<file path="src/rtl/pc_pkg.sv">
// Shared types and default widths for the program counter controller.
package pc_pkg;

    typedef enum logic [1:0] {
        STOPPED  = 2'd0,
        RUNNING  = 2'd1,
        STEPPING = 2'd2
    } pc_state_e;

    localparam int PC_WIDTH_DEF  = 4;
    localparam int CNT_WIDTH_DEF = 20;

endpackage

</file>
<file path="src/rtl/tick_prescaler.sv">
// Free-running divider producing a one-cycle tick every TICK_DIV clocks.
module tick_prescaler #(
    parameter int TICK_DIV  = 4,
    parameter int CNT_WIDTH = 20
) (
    input  logic clk,
    input  logic rst_n,
    output logic tick
);

    localparam logic [CNT_WIDTH-1:0] LAST = CNT_WIDTH'(TICK_DIV - 1);

    logic [CNT_WIDTH-1:0] count;
    logic                 at_last;

    assign at_last = (count == LAST);

    // Gated with rst_n so a divide-by-one tick stays low while in reset.
    assign tick = at_last & rst_n;

    always_ff @(posedge clk or negedge rst_n) begin
        if (!rst_n) begin
            count <= '0;
        end else if (at_last) begin
            count <= '0;
        end else begin
            count <= count + CNT_WIDTH'(1);
        end
    end

endmodule

</file>
<file path="src/rtl/program_counter_ctl.sv">
// Program counter with run/halt/step control, jump load and breakpoint.
module program_counter_ctl
    import pc_pkg::*;
#(
    parameter int PC_WIDTH  = PC_WIDTH_DEF,
    parameter int TICK_DIV  = 4,
    parameter int CNT_WIDTH = CNT_WIDTH_DEF
) (
    input  logic                clk,
    input  logic                rst_n,
    input  logic                run,
    input  logic                halt,
    input  logic                step,
    input  logic                load,
    input  logic [PC_WIDTH-1:0] load_addr,
    input  logic                bp_en,
    input  logic [PC_WIDTH-1:0] bp_addr,
    output logic [PC_WIDTH-1:0] pc,
    output logic                cp,
    output logic                running,
    output logic                wrapped,
    output logic                bp_hit
);

    localparam logic [PC_WIDTH-1:0] ALL1 = '1;

    pc_state_e           state;
    logic [PC_WIDTH-1:0] pc_inc;

    assign pc_inc = pc + PC_WIDTH'(1);

    tick_prescaler #(
        .TICK_DIV  (TICK_DIV),
        .CNT_WIDTH (CNT_WIDTH)
    ) u_presc (
        .clk   (clk),
        .rst_n (rst_n),
        .tick  (cp)
    );

    always_ff @(posedge clk or negedge rst_n) begin
        if (!rst_n) begin
            state   <= STOPPED;
            pc      <= '0;
            running <= 1'b0;
            wrapped <= 1'b0;
            bp_hit  <= 1'b0;
        end else begin
            wrapped <= 1'b0;
            bp_hit  <= 1'b0;
            // A jump is honoured in every state and suppresses the increment.
            if (load) begin
                pc <= load_addr;
            end
            unique case (state)
                STOPPED: begin
                    if (!halt && run) begin
                        state   <= RUNNING;
                        running <= 1'b1;
                    end else if (!halt && step) begin
                        state   <= STEPPING;
                        running <= 1'b1;
                    end
                end
                RUNNING: begin
                    if (halt) begin
                        state   <= STOPPED;
                        running <= 1'b0;
                    end else if (cp && !load) begin
                        pc      <= pc_inc;
                        wrapped <= (pc == ALL1);
                        if (bp_en && pc_inc == bp_addr) begin
                            bp_hit  <= 1'b1;
                            state   <= STOPPED;
                            running <= 1'b0;
                        end else if (!run) begin
                            state   <= STOPPED;
                            running <= 1'b0;
                        end
                    end else if (!run) begin
                        state   <= STOPPED;
                        running <= 1'b0;
                    end
                end
                STEPPING: begin
                    if (halt) begin
                        state   <= STOPPED;
                        running <= 1'b0;
                    end else if (cp) begin
                        if (!load) begin
                            pc      <= pc_inc;
                            wrapped <= (pc == ALL1);
                        end
                        state   <= STOPPED;
                        running <= 1'b0;
                    end
                end
                default: begin
                    state   <= STOPPED;
                    running <= 1'b0;
                end
            endcase
        end
    end

endmodule

</file>
<file path="config.mk">
export PLATFORM = sky130hd
export DESIGN_NAME = program_counter_ctl
export DESIGN_NICKNAME = d
export VERILOG_FILES = /design/src/rtl/pc_pkg.sv /design/src/rtl/tick_prescaler.sv /design/src/rtl/program_counter_ctl.sv
export SDC_FILE = /design/constraint.sdc
export NUM_CORES = 1
export LEC_CHECK = 0
export BUFFER_PORTS_ARGS = -buffer_cell sky130_fd_sc_hd__buf_2
export CAP_MARGIN = 10
export CORE_MARGIN = 2
export CORE_UTILIZATION = 60
export CTS_BUF_LIST = sky130_fd_sc_hd__clkbuf_4 sky130_fd_sc_hd__clkbuf_8
export CTS_CLUSTER_DIAMETER = 30
export DETAILED_ROUTE_END_ITERATION = 16
export PLACE_DENSITY = 0.91
export RECOVER_POWER = 50
export SLEW_MARGIN = 20
export SYNTH_ARGS = -nofsm -noshare
export SYNTH_HDL_FRONTEND = slang
export SYNTH_SLANG_ARGS = --single-unit
</file>
<file path="constraint.sdc">
create_clock -name clk -period 2.8 [get_ports clk]
set_input_delay 0.42 -clock clk [delete_from_list [all_inputs] [get_ports clk]]
set_output_delay 0.42 -clock clk [all_outputs]
set_load 0.03 [all_outputs]
</file>
; ---- Word level (Yosys, flattened, before mapping)
; Index checks and enable logic that the tools add are counted.
[word_totals]
register_bits = 29
inputBits = 15
word_cells = 60
[op_classes]
add_sub_neg = 2
n_eq_ne = 7
n_mux = 36
n_bitwise = 1
reduce_logical = 8
[op_table]
columns = cell, n
row1 = $mux W4, 6
row2 = $add A20 B1 Y20 const B, 1
row3 = $eq A20 B2 Y1 const B, 1
row4 = $mux W20, 1
row5 = $mux W1, 17
row6 = $mux W2, 8
row7 = $pmux W4 S2, 1
row8 = $ne A3 B3 Y1 const B, 2
row9 = $pmux W2 S3, 1
row10 = $add A4 B1 Y4 const B, 1
row11 = $eq A4 B4 Y1, 1
row12 = $eq A4 B4 Y1 const B, 1
row13 = $logic_and A1 B1 Y1, 4
row14 = $pmux W1 S3, 1
row15 = $eq A2 B1 Y1 const B, 1
row16 = $eq A2 B2 Y1 const B, 1
row17 = $logic_not A1 Y1, 2
row18 = $logic_not A2 Y1, 1
row19 = $pmux W1 S2, 1
row20 = $reduce_and A2 Y1, 1
row21 = $and A1 B1 Y1, 1

; ---- Logic depth before layout (Yosys ltp)
[logic_depth]
word_depth = 7
mapped_depth = 6
mapped_depth_nobuf = 6

; ---- Hierarchy
; Synthesis repeated with hierarchy kept, for this count alone.
[hier_totals]
cells_unflattened = 147
area_unflattened_um2 = 1596.5
[modules_own_cells]
columns = mod, instances, cells_each, area_per_inst_um2, seq_area_each_um2
row1 = tick_prescaler, 1, 77, 922.1, 500.5
row2 = program_counter_ctl, 1, 70, 674.4, 225.2

; ---- Worst setup path before layout
; Ideal clock, no wire load.
[synth_timing]
path_type = flip-flop to flip-flop
start = reg pc[0]
end = reg state[1]
t_arrival_ps = 1980
path_slack_ps = 742
stages_incl_launch_ff = 7
cell_sequence = dfrtp_1 -> ha_1 -> xor2_1 -> and2_1 -> o211a_1 -> o311ai_0 -> o2bb2ai_1
[synth_via]
elab_chain_cells = 7
[synth_rtl]
columns = item, line_no
row1 = "start, declared", program_counter_ctl.sv:18  ; output logic [PC_WIDTH-1:0] pc,
row2 = "start signal, assigned", program_counter_ctl.sv:53  ; pc <= load_addr;
row3 = "start signal, assigned", program_counter_ctl.sv:70  ; pc <= pc_inc;
row4 = "start signal, assigned", program_counter_ctl.sv:91  ; pc <= pc_inc;
row5 = $add A4 B1 Y4, program_counter_ctl.sv:30  ; assign pc_inc = pc + PC_WIDTH'(1);
row6 = $eq A4 B4 Y1, program_counter_ctl.sv:72  ; if (bp_en && pc_inc == bp_addr) begin
row7 = $logic_and A1 B1 Y1, program_counter_ctl.sv:72
row8 = $mux W2, program_counter_ctl.sv:72
row9 = $mux W2, program_counter_ctl.sv:69  ; end else if (cp && !load) begin
row10 = $mux W2, program_counter_ctl.sv:66  ; if (halt) begin
row11 = $pmux W2 S3, program_counter_ctl.sv:55  ; unique case (state)
row12 = "end signal, assigned", program_counter_ctl.sv:58  ; state <= RUNNING;
row13 = "end signal, assigned", program_counter_ctl.sv:67  ; state <= STOPPED;
row14 = "end signal, assigned", program_counter_ctl.sv:74  ; state <= STOPPED;
row15 = "end, declared", program_counter_ctl.sv:27  ; pc_state_e state;
; No other way between the ends.
; A chain may end at the register's enable or synchronous reset.

; ---- Worst setup path in the final report
[layout_timing]
start = reg u_presc.count[0]
end = out cp
[layout_via]
elab_chain_cells = 2
[layout_rtl]
columns = item, line_no
row1 = "start, declared", tick_prescaler.sv:13  ; logic [CNT_WIDTH-1:0] count;
row2 = "start signal, assigned", tick_prescaler.sv:27  ; count <= count + CNT_WIDTH'(1);
row3 = $eq A20 B2 Y1, tick_prescaler.sv:16  ; assign at_last = (count == LAST);
row4 = $and A1 B1 Y1, tick_prescaler.sv:19  ; assign tick = at_last & rst_n;
row5 = "end, declared", program_counter_ctl.sv:19  ; output logic cp,
; No other way between the ends.

==> impl_metrics.ini <==
[synth]
netlist_top_cells_area = dfrtp_1, xnor2_1, mux2i_1
synth_cell_types = 37
syn_nets = 179
netlist_instances = 159
ys_ff_latch = 29
synthesis.area_um2 = 1663
synth_area_leader_cell = dfrtp_1
synthArstFlopShare = 1.000
synth_edf_count = 0
synth_warnings = 0
ys.flop_type = dfrtp_1
synth_top_area_frac = 0.4364
avgSynthCellArea_um2 = 10.46
yosysSeqAreaShare = 0.4364

[global_route]
top_usage_layer = met2
grtUsageTotal = 0.2343
grt_max_degree = 17
grt_pass1_vias = 1255
grt_pass1_wl_um = 5658
antenna_found_initial = 0
grt_overflow = 0
met1_usage = 0.3028
grtUsageMet2 = 0.3638
grt_use_met3 = 0.08986

[die]
die_h_um = 56.65
die-area_um2 = 3209
start_util = 0.6190
floorplan.core_area_um2 = 2686
rows = 19
die_x_um = 56.65
pin_count = 23

[final_layout]
fillers = 219
mostFrequentLayoutCell = dfrtp_1
final_util = 0.6973
synthToLayoutAreaGrowth_pct = 12.64
n_antenna_cell = 0
nets = 208
seq_area_um2 = 725.7
mostFrequentLayoutCells = dfrtp_1, buf_2, nor2_1
multi_input_area_um2 = 898.4
drive_gt1_frac = 0.2063

[setup_path]
path_class = register to primary output
cpPeakStageDelay_ns = 0.39
critical_path_arrival_ns = 1.95
worstPathRequired_ns = 2.38
crit_chain = ha_1 > nor4b_2 > nand4_2 > nor2_1 > buf_2
path_max_fanout = 4
crit_buf_inv = 1
cp-start-kind = register
critPathTopFamily = simple AND/OR/NAND/NOR gates
crit_start = u_presc.count[0]
crit_slowest_cell = dfrtp_1
r2r-start = u_presc.count[0]
cp-end-kind = primary output

[clock_tree]
cts_resized = 0
cts_root_buf = clkbuf_4
path_clk_slew_ns = 0.11
cts_made_buffers = 5
ctsHoldBuffers = 1
cts_setup_buffers = 0
clk_latency_ns = 0.34
h-tree-depth = 2
cts.sinks = 29
clockBufferDepth = 2
cts_tree = done

[timing]
finalSetupViolCount = 0
fin_worst_skew_ns = 0.02423
final_hold_viol_count = 0
worst_pin_slew_ns = 0.8455
rsz0062_at_grt = false
slew_headroom = 0.4363
worst_slack_ns = 0.4308
fin_crit_sh = 0.8461
period_minus_slack_ns = 2.369
fmax_ghz = 0.4221
fin_tns_setup_ns = 0
drv_slew = 0

[route]
drtPass1Iterations = 5
drc = 0
wl_per_cell_um = 14.50
vias = 1302
drt_wl_total_um = 3190
drtAntennaViolNets = 0
viasPerCell = 5.918
drtIter0Drc = 49

[power]
p_leak_nw = 0.8936
powerDensity_nw_per_um2 = 685.2
total_power_mw = 1.283
irDropWorstVdd_mv = 0.4971

[hold_path]
min_path_type = input port to register
hold_start = step

[flow_run]
drv_cap = 0

[placed_design]
gp_congestion = 0.8804
dp_slack_ns = 0.7237
dp_hpwl_um = 2410
io_buffers = 22

[status]
status = finished clean
## metal layers
layer | share of wire | vias up
met5 | 0 | -
met4 | 0.013 | 0
met3 | 0.050 | 5
met2 | 0.49 | 32
met1 | 0.45 | 633
li1 | - | 632
## synthesized netlist by cell type, types with 3 or more instances
| master | number |
|---|---|
| xor2_1 | 8 |
| nand2_1 | 12 |
| ha_1 | 5 |
| nor2_1 | 17 |
| inv_1 | 7 |
| and3_1 | 4 |
| a221o_1 | 3 |
| and4_1 | 3 |
| o21ai_0 | 3 |
| nand4_1 | 3 |
| dfrtp_1 | 29 |
| mux2i_1 | 7 |
| nand3_1 | 10 |
| xnor2_1 | 15 |
| nor3_1 | 4 |
| o2bb2ai_1 | 3 |
## worst register-to-register path, cell delays in order, from the launching register on
cell and delay (ns):
dfrtp_1 0.39, ha_1 0.24, nor4b_2 0.34, nand4_2 0.20, nor3_1 0.39, o22ai_1 0.16, a221o_1 0.30
## path summary, 6_finish.rpt
path                                          end  slack (ns)  cells past startpoint
worst min register to register  u_presc.count[19]        0.48                      1
min in group asynchronous       u_presc.count[18]        0.51                      2
max in group asynchronous       u_presc.count[10]        1.19                      3
worst max register to register              pc[1]        0.65                      6
worst max-delay path                           cp        0.43                      5
worst min-delay path                     state[1]        0.33                      3
## per-stage QoR
stage / area [µm²] / cells / hold slack (ns)
2_1_floorplan: 1663 / 159 / 0.1244
3_3_place_gp: 1807 / 211 / 0.3429
3_5_place_dp: 1807 / 211 / 0.3510
4_1_cts: 1877 / 220 / 0.3245
5_1_grt: 1873 / 220 / 0.3304
6_report: 1873 / 220 / 0.3257
## state kept, by name (all words and copies together) (netlist names)
register	cells
u_presc.count	20
pc	4
state	2
bp_hit	1
running	1
wrapped	1
## cells by family after synthesis
| group | synth area share |
|---|---|
| mux | 0.05568 |
| xor+xnor | 0.1354 |
| flops | 0.4364 |
| compound gates | 0.07976 |
| fa+ha+maj | 0.03762 |
| simple gates | 0.2318 |
| buf+inv | 0.02333 |
## power breakdown
part / total, mW / switching, mW / internal (mW)
sequential: 0.518 / 0.0530 / 0.465
clock: 0.269 / 0.140 / 0.129
combinational: 0.496 / 0.291 / 0.205
total: 1.28 / 0.484 / 0.800
## final cells by class
cell class              count  area share
multi-input cells         121      0.4796
flip-flops and latches     29      0.3874
repair buffers             24     0.06613
clock buffers               8     0.03206
well taps                  31     0.02071
inverters                   7     0.01403
Power figures use the tool's default switching activity.
